### config.mk
export PLATFORM = sky130hd
export DESIGN_NAME = toggle_event_rx
export DESIGN_NICKNAME = d
export VERILOG_FILES = /design/src/rtl/toggle_event_rx.sv
export SDC_FILE = /design/constraint.sdc
export NUM_CORES = 1
export LEC_CHECK = 0
export ABC_AREA = 0
export CORE_MARGIN = 5
export CORE_UTILIZATION = 45
export DETAILED_ROUTE_END_ITERATION = 6
export GPL_TIMING_DRIVEN = 0
export PLACE_DENSITY = 0.76
export SLEW_MARGIN = 30
export SYNTH_ARGS = -nofsm -noshare
export SYNTH_HDL_FRONTEND = slang
export SYNTH_SLANG_ARGS = --single-unit
### constraint.sdc
create_clock -name clk -period 2.2 [get_ports clk]
set_input_delay 0.22 -clock clk [delete_from_list [all_inputs] [get_ports clk]]
set_output_delay 0.22 -clock clk [all_outputs]
set_load 0.005 [all_outputs]
### src/rtl/toggle_event_rx.sv
// toggle_event_rx: receive end of a toggle-signalling link.
// Synchronizes the toggle wire, turns each level change into one event,
// buffers events as a pending count behind a valid/ready handshake, and
// keeps a wrapping total plus a sticky overflow flag.
module toggle_event_rx #(
    parameter int CNT_W = 4,
    parameter int TOT_W = 16
) (
    input  logic             clk,
    input  logic             rst_n,
    input  logic             tgl_in,
    output logic             evt_valid,
    input  logic             evt_ready,
    output logic [CNT_W-1:0] pending,
    output logic [TOT_W-1:0] total,
    output logic             ovf,
    input  logic             clr_ovf
);

    typedef enum logic {
        FILL,
        RUN
    } state_t;

    localparam logic [CNT_W-1:0] PEND_MAX = '1;

    state_t     state;
    state_t     state_nx;
    logic [1:0] fill_cnt;
    logic       s1;
    logic       s2;
    logic       ref_lvl;
    logic       fill_done;
    logic       det;
    logic       dec;
    logic       full;

    // Two-flop synchronizer for the asynchronous toggle line.
    always_ff @(posedge clk) begin
        if (!rst_n) begin
            s1 <= 1'b0;
            s2 <= 1'b0;
        end else begin
            s1 <= tgl_in;
            s2 <= s1;
        end
    end

    // FSM state register.
    always_ff @(posedge clk) begin
        if (!rst_n) begin
            state <= FILL;
        end else begin
            state <= state_nx;
        end
    end

    // FSM next-state: leave FILL once the synchronizer has flushed.
    always_comb begin
        state_nx = state;
        case (state)
            FILL:    if (fill_done) state_nx = RUN;
            RUN:     state_nx = RUN;
            default: state_nx = FILL;
        endcase
    end

    // FSM outputs: end-of-fill strobe and event detect.
    always_comb begin
        fill_done = (state == FILL) && (fill_cnt == 2'd1);
        det       = (state == RUN) && (s2 != ref_lvl);
    end

    // Fill counter, counts the FILL edges.
    always_ff @(posedge clk) begin
        if (!rst_n) begin
            fill_cnt <= 2'd0;
        end else if (state == FILL) begin
            fill_cnt <= fill_cnt + 2'd1;
        end
    end

    // Reference level. At the end of FILL it takes the value s2 is loading
    // on that same edge (s1), so a level held across reset release never
    // shows up as a difference once RUN starts.
    always_ff @(posedge clk) begin
        if (!rst_n) begin
            ref_lvl <= 1'b0;
        end else if (fill_done) begin
            ref_lvl <= s1;
        end else if (det) begin
            ref_lvl <= s2;
        end
    end

    // Handshake and capacity decode.
    always_comb begin
        dec  = evt_valid && evt_ready;
        full = (pending == PEND_MAX);
    end

    assign evt_valid = (pending != '0);

    // Pending event counter; saturates at capacity, never underflows.
    always_ff @(posedge clk) begin
        if (!rst_n) begin
            pending <= '0;
        end else if (det && !dec) begin
            if (!full) pending <= pending + CNT_W'(1);
        end else if (!det && dec) begin
            pending <= pending - CNT_W'(1);
        end
    end

    // Wrapping total of detected events.
    always_ff @(posedge clk) begin
        if (!rst_n) begin
            total <= '0;
        end else if (det) begin
            total <= total + TOT_W'(1);
        end
    end

    // Sticky overflow; a set on the same edge as a clear wins.
    always_ff @(posedge clk) begin
        if (!rst_n) begin
            ovf <= 1'b0;
        end else if (det && !dec && full) begin
            ovf <= 1'b1;
        end else if (clr_ovf) begin
            ovf <= 1'b0;
        end
    end

endmodule

==> impl_metrics.ini, run 1 <==
[status]
status = completed

[sta]
layout_min_cycle_time_ns = 2.11
finalHoldViolations = 0
finalSetupViolCount = 0
rsz0062_at_grt = yes
fin_crit_sh_pct = 95.8
worst_clock_skew_ns = 0.00483
max_freq_ghz = 0.474
slew_headroom_pct = 74.4
worst_slew_pin_slew_ns = 0.382
maxSlewViolCount = 0

[pwr]
pwr_density_cell_mw_per_mm2 = 725
p_leak_nw = 0.674
vdd_ir_drop_max_uv = 506

[layout]
stdcell_area_mm2 = 0.00172
layout-drive-gt1-share_pct = 12.6
areaGrowthSynthToFinish_pct = 30.3
nets = 186
final_cells = 206
antenna_cells = 0

[min_path]
holdPathStages = 2
hp-class = in -> reg
hold_path.startpoint = tgl_in
holdPathEnd = s1

[floorplanning]
die_h_um = 64.2
dieArea_mm2 = 0.00412
num_rows = 19
initial_core_util_pct = 47.5
die_x_um = 64.2
io_pins = 27
core_mm2 = 0.00278

[setup_path]
r2r-start = pending[0]
critPathCaptureType = flip-flop
rrSetupSlack_ns = 0.09
startpoint_type = flip-flop
crit_chain = o41ai_2 > nand3_1 > buf_4 > ha_1 > a21oi_2 > xor2_1 > or3_1 > a21boi_1
crit_fanout = 6
critPathBufInv = 1
cp_slowest_cell = dfxtp_4
cp.required_ns = 2.47
worstPathArrival_ns = 2.38
worstReg2RegEnd = pending[3]
path_delay_family = compound AO/OA/AOI/OAI gates
reg2regPathDepth = 8
max_stage_delay_ns = 0.39
path_class = reg -> reg

[global_route]
grt_util_all_layers_pct = 14.4
overflow = 0
grt_max_degree = 16
grt_pass1_wl_um = 4860
grt_pass1_vias = 1077
grt_antenna_before_repair = 0

[drt]
drc = 0
drt-total-wl_um = 2910
vias = 1095
met2_length_um = 1490
ant_nets = 0
detail_route.wl_per_cell_um = 14.1
viasPerCell = 5.32
top_layer_used = met4
wl_met3_um = 81
dr.first_iter.drc_count = 26
drt-met1-wl_um = 1290
drtPass1Iterations = 4

[cts]
clk_latency_ns = 0.33
cts.sinks = 27
cts_buffer_depth = 2
cts_max_level = 1
cts.clk_slew.worst_paths_ns = 0.15
cts_hold_buffers = 0
cts_tree = yes
root_buffer = clkbuf_4
cts_buffers = 3

[yosys]
synth-seq-cells = 27
synthArstFlopShare_pct = 0
yosysWarnings = 0
yosysSeqAreaShare_pct = 40.9
synth_ff_type = dfxtp_1
synth_nets = 148
synthTopCellsByArea = dfxtp_1 (41%), and2_1 (9.5%), xor2_1 (6.0%)
postSynthAreaPerCell_um2 = 9.58
yosysTopAreaCellShare_pct = 40.9
netlist_area_mm2 = 0.00132
netlist_instances = 138
yosysUniqueCellTypes = 33
synth.largest_area_cell = dfxtp_1
synth_edf_count = 0

[place]
gp_routability_congestion = 0.764
dp_hpwl_um = 2060
dp_cells = 195
place_area_mm2 = 0.00162
port_buffers = 26

[flow_run]
timing.max_cap.violations = 0
==> metal layers <==
metal | vias up | global-route usage, %
li1 | 548 | -
met4 | 0 | 5.34
met5 | - | 0
met2 | 16 | 24.9
met1 | 524 | 17.3
met3 | 7 | 2.98
==> state kept, by name (all words and copies together) (netlist names) <==
register,cells
total,16
pending,4
fill_cnt,2
ovf,1
ref_lvl,1
s1,1
s2,1
state,1
==> metrics by stage <==
step | hold slack, ns | power (mW) | setup WS (ns) | TNS, ns | utilization, %
2_1_floorplan | 0.347 | 0.847 | 0.0756 | 0 | -
3_3_place_gp | 0.439 | 0.954 | -0.0536 | -0.0536 | 58.3
3_5_place_dp | 0.458 | 0.978 | -0.146 | -0.146 | 58.3
4_1_cts | 0.448 | 1.21 | 0.00535 | 0 | 60.3
5_1_grt | 0.435 | 1.33 | -0.0128 | -0.0128 | 61.9
6_report | 0.453 | 1.25 | 0.0922 | 0 | 61.9
==> worst max path at each step <==
stage / slack [ns] / startpoint / end / cells after the start
6_report: 0.09 / pending[0] / pending[3] / 8
5_1_grt: -0.01 / pending[0] / pending[3] / 8
4_1_cts: 0.005 / state / pending[3] / 8
3_5_place_dp: -0.15 / evt_ready / pending[3] / 9
3_3_place_gp: -0.05 / evt_ready / pending[3] / 9
2_1_floorplan: 0.08 / pending[0] / pending[3] / 8
==> Yosys cell counts, types with 2 or more instances <==
cell type	count
a21boi_0	4
a32oi_1	2
and2_1	20
clkbuf_1	3
dfxtp_1	27
ha_1	4
inv_1	4
mux2i_1	4
nand2_1	8
nand3_1	6
nand4_1	3
nor2b_1	4
nor3_1	6
o21ai_0	7
or3_1	5
xnor2_1	6
xor2_1	9
==> final cells by class <==
class | count | area, um^2
buffer | 4 | 20.0
clock buffer | 3 | 22.5
clock inverter | 1 | 5.00
fill | 235 | 1060
inverter | 4 | 15.0
multi-input combinational | 103 | 759
sequential | 27 | 549
tap | 31 | 38.8
timing repair buffer | 33 | 313
==> logic make-up (layout without fill, tap and decap cells) <==
family / count (synthesis) / in the layout / synth area share [%]
adders and majority gates: 5 / 5 / 5.30
DFF: 27 / 27 / 40.9
xor gates and xnor gates: 16 / 16 / 11.2
buffers and inverters: 8 / 45 / 2.55
AOI/OAI and AO/OA: 19 / 19 / 11.0
and+or+nand+nor: 59 / 59 / 26.1
muxes: 4 / 4 / 3.03
==> cell usage in the layout, fill, tap and decap left out <==
master	n
clkdlybuf4s50_1	26
dfxtp_1	24
and2_1	20
xor2_1	9
nand2_1	8
buf_4	8
o21ai_0	7
nand3_1	6
nor3_1	6
xnor2_1	6
or3_1	5
inv_1	4
a21boi_0	4
mux2i_1	4
nor2b_1	4
ha_1	4
nand4_1	3
clkbuf_4	3
clkbuf_1	2
a32oi_1	2
dfxtp_4	2
clkbuf_2	1
xor2_2	1
o41ai_2	1
or4_4	1
and4_1	1
and3_1	1
o21a_1	1
and2_4	1
and4b_1	1
o221ai_4	1
a21o_1	1
a21oi_2	1
a21boi_1	1
nor4_1	1
nor2_1	1
fa_1	1
clkinv_2	1
dfxtp_2	1
==> timing repair <==
item | 4_1_cts | 5_1_grt
hold endpoints to repair | 0 | 0
pin swaps | 1 | 7
setup endpoints to repair | 1 | 1
setup buffers | 2 | 5
gates resized for setup | 5 | 4
cloned | 0 | 0
==> power breakdown <==
part	switching [mW]	internal [mW]	total (mW)
Clock	0.151	0.0682	0.219
Sequential	0.0564	0.541	0.597
Combinational	0.177	0.256	0.433
Total	0.385	0.864	1.25
==> worst register-to-register path, delay by kind of cell (launching register included) <==
family | cells | cell delay (ns)
xor gates and xnor gates | 1 | 0.09
adders and majority gates | 1 | 0.32
and+or+nand+nor | 2 | 0.46
buffers and inverters | 1 | 0.17
DFF | 1 | 0.39
AOI/OAI and AO/OA | 3 | 0.62
Note: power is estimated with default switching activity, not from simulation.
==> run 2: changes to the inputs <==
CAP_MARGIN = 20   (was unset)
CORE_UTILIZATION = 55   (was 45)
DONT_BUFFER_PORTS = 1   (was unset)
PLACE_DENSITY = 0.75   (was 0.76)
==> run 2 against run 1 <==
Effect of this change:
- maximum frequency fell by 3.3%
- clock power fell by 2%
- cell area fell by 16%
- critical path depth did not move
- total power fell by 8.1%
- first-iteration DRC count rose by 50%
- via count fell by 8.8%
- cell count fell by 15%
- largest cell class unchanged
==> impl_metrics.ini, run 2 (same netlist as run 1, synthesis figures left out) <==
[layout]
areaGrowthSynthToFinish_pct = 9.27
largest_reg_flops = 16
num-fill-cells = 193
layout_common_cells = dfxtp_1 (24), and2_1 (20), xor2_1 (9)
final_common_cell = dfxtp_1
stdcell_area_mm2 = 0.00145
antenna_cells = 0
nets = 158
final_cells = 175
reg_top3 = total: 16 flops, pending: 4 flops, fill_cnt: 2 flops
layout-drive-gt1-share_pct = 11.6
regMostFlops = total

[drt]
vias = 999
detail_route.wl_per_cell_um = 15.4
drt-met1-wl_um = 1140
wl_met3_um = 215
dr.first_iter.drc_count = 39
drt-total-wl_um = 2690
viasPerCell = 5.71
drc = 0
ant_nets = 0
met2_length_um = 1320
top_layer_used = met4
drtPass1Iterations = 4

[place]
dp_cells = 166
gp_routability_congestion = 0.799
dp_hpwl_um = 1950
place_area_mm2 = 0.00136
port_buffers = 0

[global_route]
grt_pass1_vias = 924
overflow = 0
grt_max_degree = 15
grt_pass1_wl_um = 4330
grt_antenna_before_repair = 0
grt_util_all_layers_pct = 16.3

[sta]
slew_headroom_pct = 73.1
whs_ns = 0.0258
maxSlewViolCount = 0
finalSetupViolCount = 0
worst_slew_pin_slew_ns = 0.403
fin_crit_sh_pct = 99.1
finalHoldViolations = 0
rsz0062_at_grt = yes
max_freq_ghz = 0.459
layout_min_cycle_time_ns = 2.18
worst_clock_skew_ns = 0.00559

[pwr]
vdd_ir_drop_max_uv = 560
p_leak_nw = 0.565
pwr_density_cell_mw_per_mm2 = 794
power_mw = 1.15

[setup_path]
path_class = reg -> reg
crit_chain = o41ai_2 > nand3_1 > ha_1 > a21o_1 > a21oi_2 > xor2_1 > or3_1 > a21boi_1
crit_fanout = 8
critPathBufInv = 0
cp_slowest_cell = dfxtp_4
startpoint_type = flip-flop
max_stage_delay_ns = 0.40
cp.required_ns = 2.47
worstPathArrival_ns = 2.45
critPathCaptureType = flip-flop
path_delay_family = compound AO/OA/AOI/OAI gates

[floorplanning]
die_h_um = 59.0
io_pins = 27
dieArea_mm2 = 0.00349
die_x_um = 59.0
initial_core_util_pct = 58.7
core_mm2 = 0.00225
num_rows = 17

[flow_run]
timing.max_cap.violations = 0

[cts]
cts.clk_slew.worst_paths_ns = 0.14
cts.sinks = 27
cts_buffer_depth = 2
cts_tree = yes
cts_buffers = 3
clk_latency_ns = 0.32
cts_max_level = 1
root_buffer = clkbuf_4

[min_path]
hp-class = in -> reg

[status]
status = completed
run 2: cell types whose count changed in the layout (fill, tap and decap cells not counted), sizes merged:
cell,change
buf,-4
clkbuf,+1
clkdlybuf4s50,-26
clkinv,-1
dlygate4sd3,+2
run 2: timing repair:
item                                    4_1_cts  5_1_grt
hold buffers                                  0        2
setup buffers                                 3        0
endpoints found under the setup margin        1        1
gates resized for setup                       3        5
pin swaps                                     0        1
endpoints found under the hold margin         0        2
run 2: cell type report:
type / count / area, um^2 / area share (%)
inverter: 4 / 15.0 / 1.04
timing repair buffer: 5 / 42.5 / 2.94
sequential: 27 / 547 / 37.8
buffer: 4 / 20.0 / 1.39
tap: 28 / 35.0 / 2.42
clock buffer: 4 / 26.3 / 1.82
multi-input combinational: 103 / 759 / 52.6
run 2: where the power goes:
part	internal, mW	switching [mW]
clock network	0.0711	0.144
registers	0.539	0.0673
logic	0.174	0.153
total	0.784	0.364
run 2: worst paths after layout:
kind / from / endpoint / slack, ns / cells past startpoint
worst max-delay path: pending[2] / pending[3] / 0.02 / 8
worst min register to register: s1 / s2 / 0.50 / 1
worst min-delay path: rst_n / pending[1] / 0.03 / 1
worst max register to register: pending[2] / pending[3] / 0.02 / 8
run 2: layer usage:
layer | up-vias | GRT usage (%)
met5 | - | 0
met4 | 0 | 2.27
met3 | 2 | 6.75
met2 | 31 | 28.1
met1 | 470 | 19.2
li1 | 496 | -
run 2: per-stage QoR:
step	utilization, %	setup TNS (ns)	worst slack (ns)
2_1_floorplan	-	0	0.0756
3_3_place_gp	60.2	-0.0463	-0.0463
3_5_place_dp	60.2	-0.118	-0.118
4_1_cts	62.5	0	0.00476
5_1_grt	64.1	-0.0699	-0.0699
6_report	64.1	0	0.0207
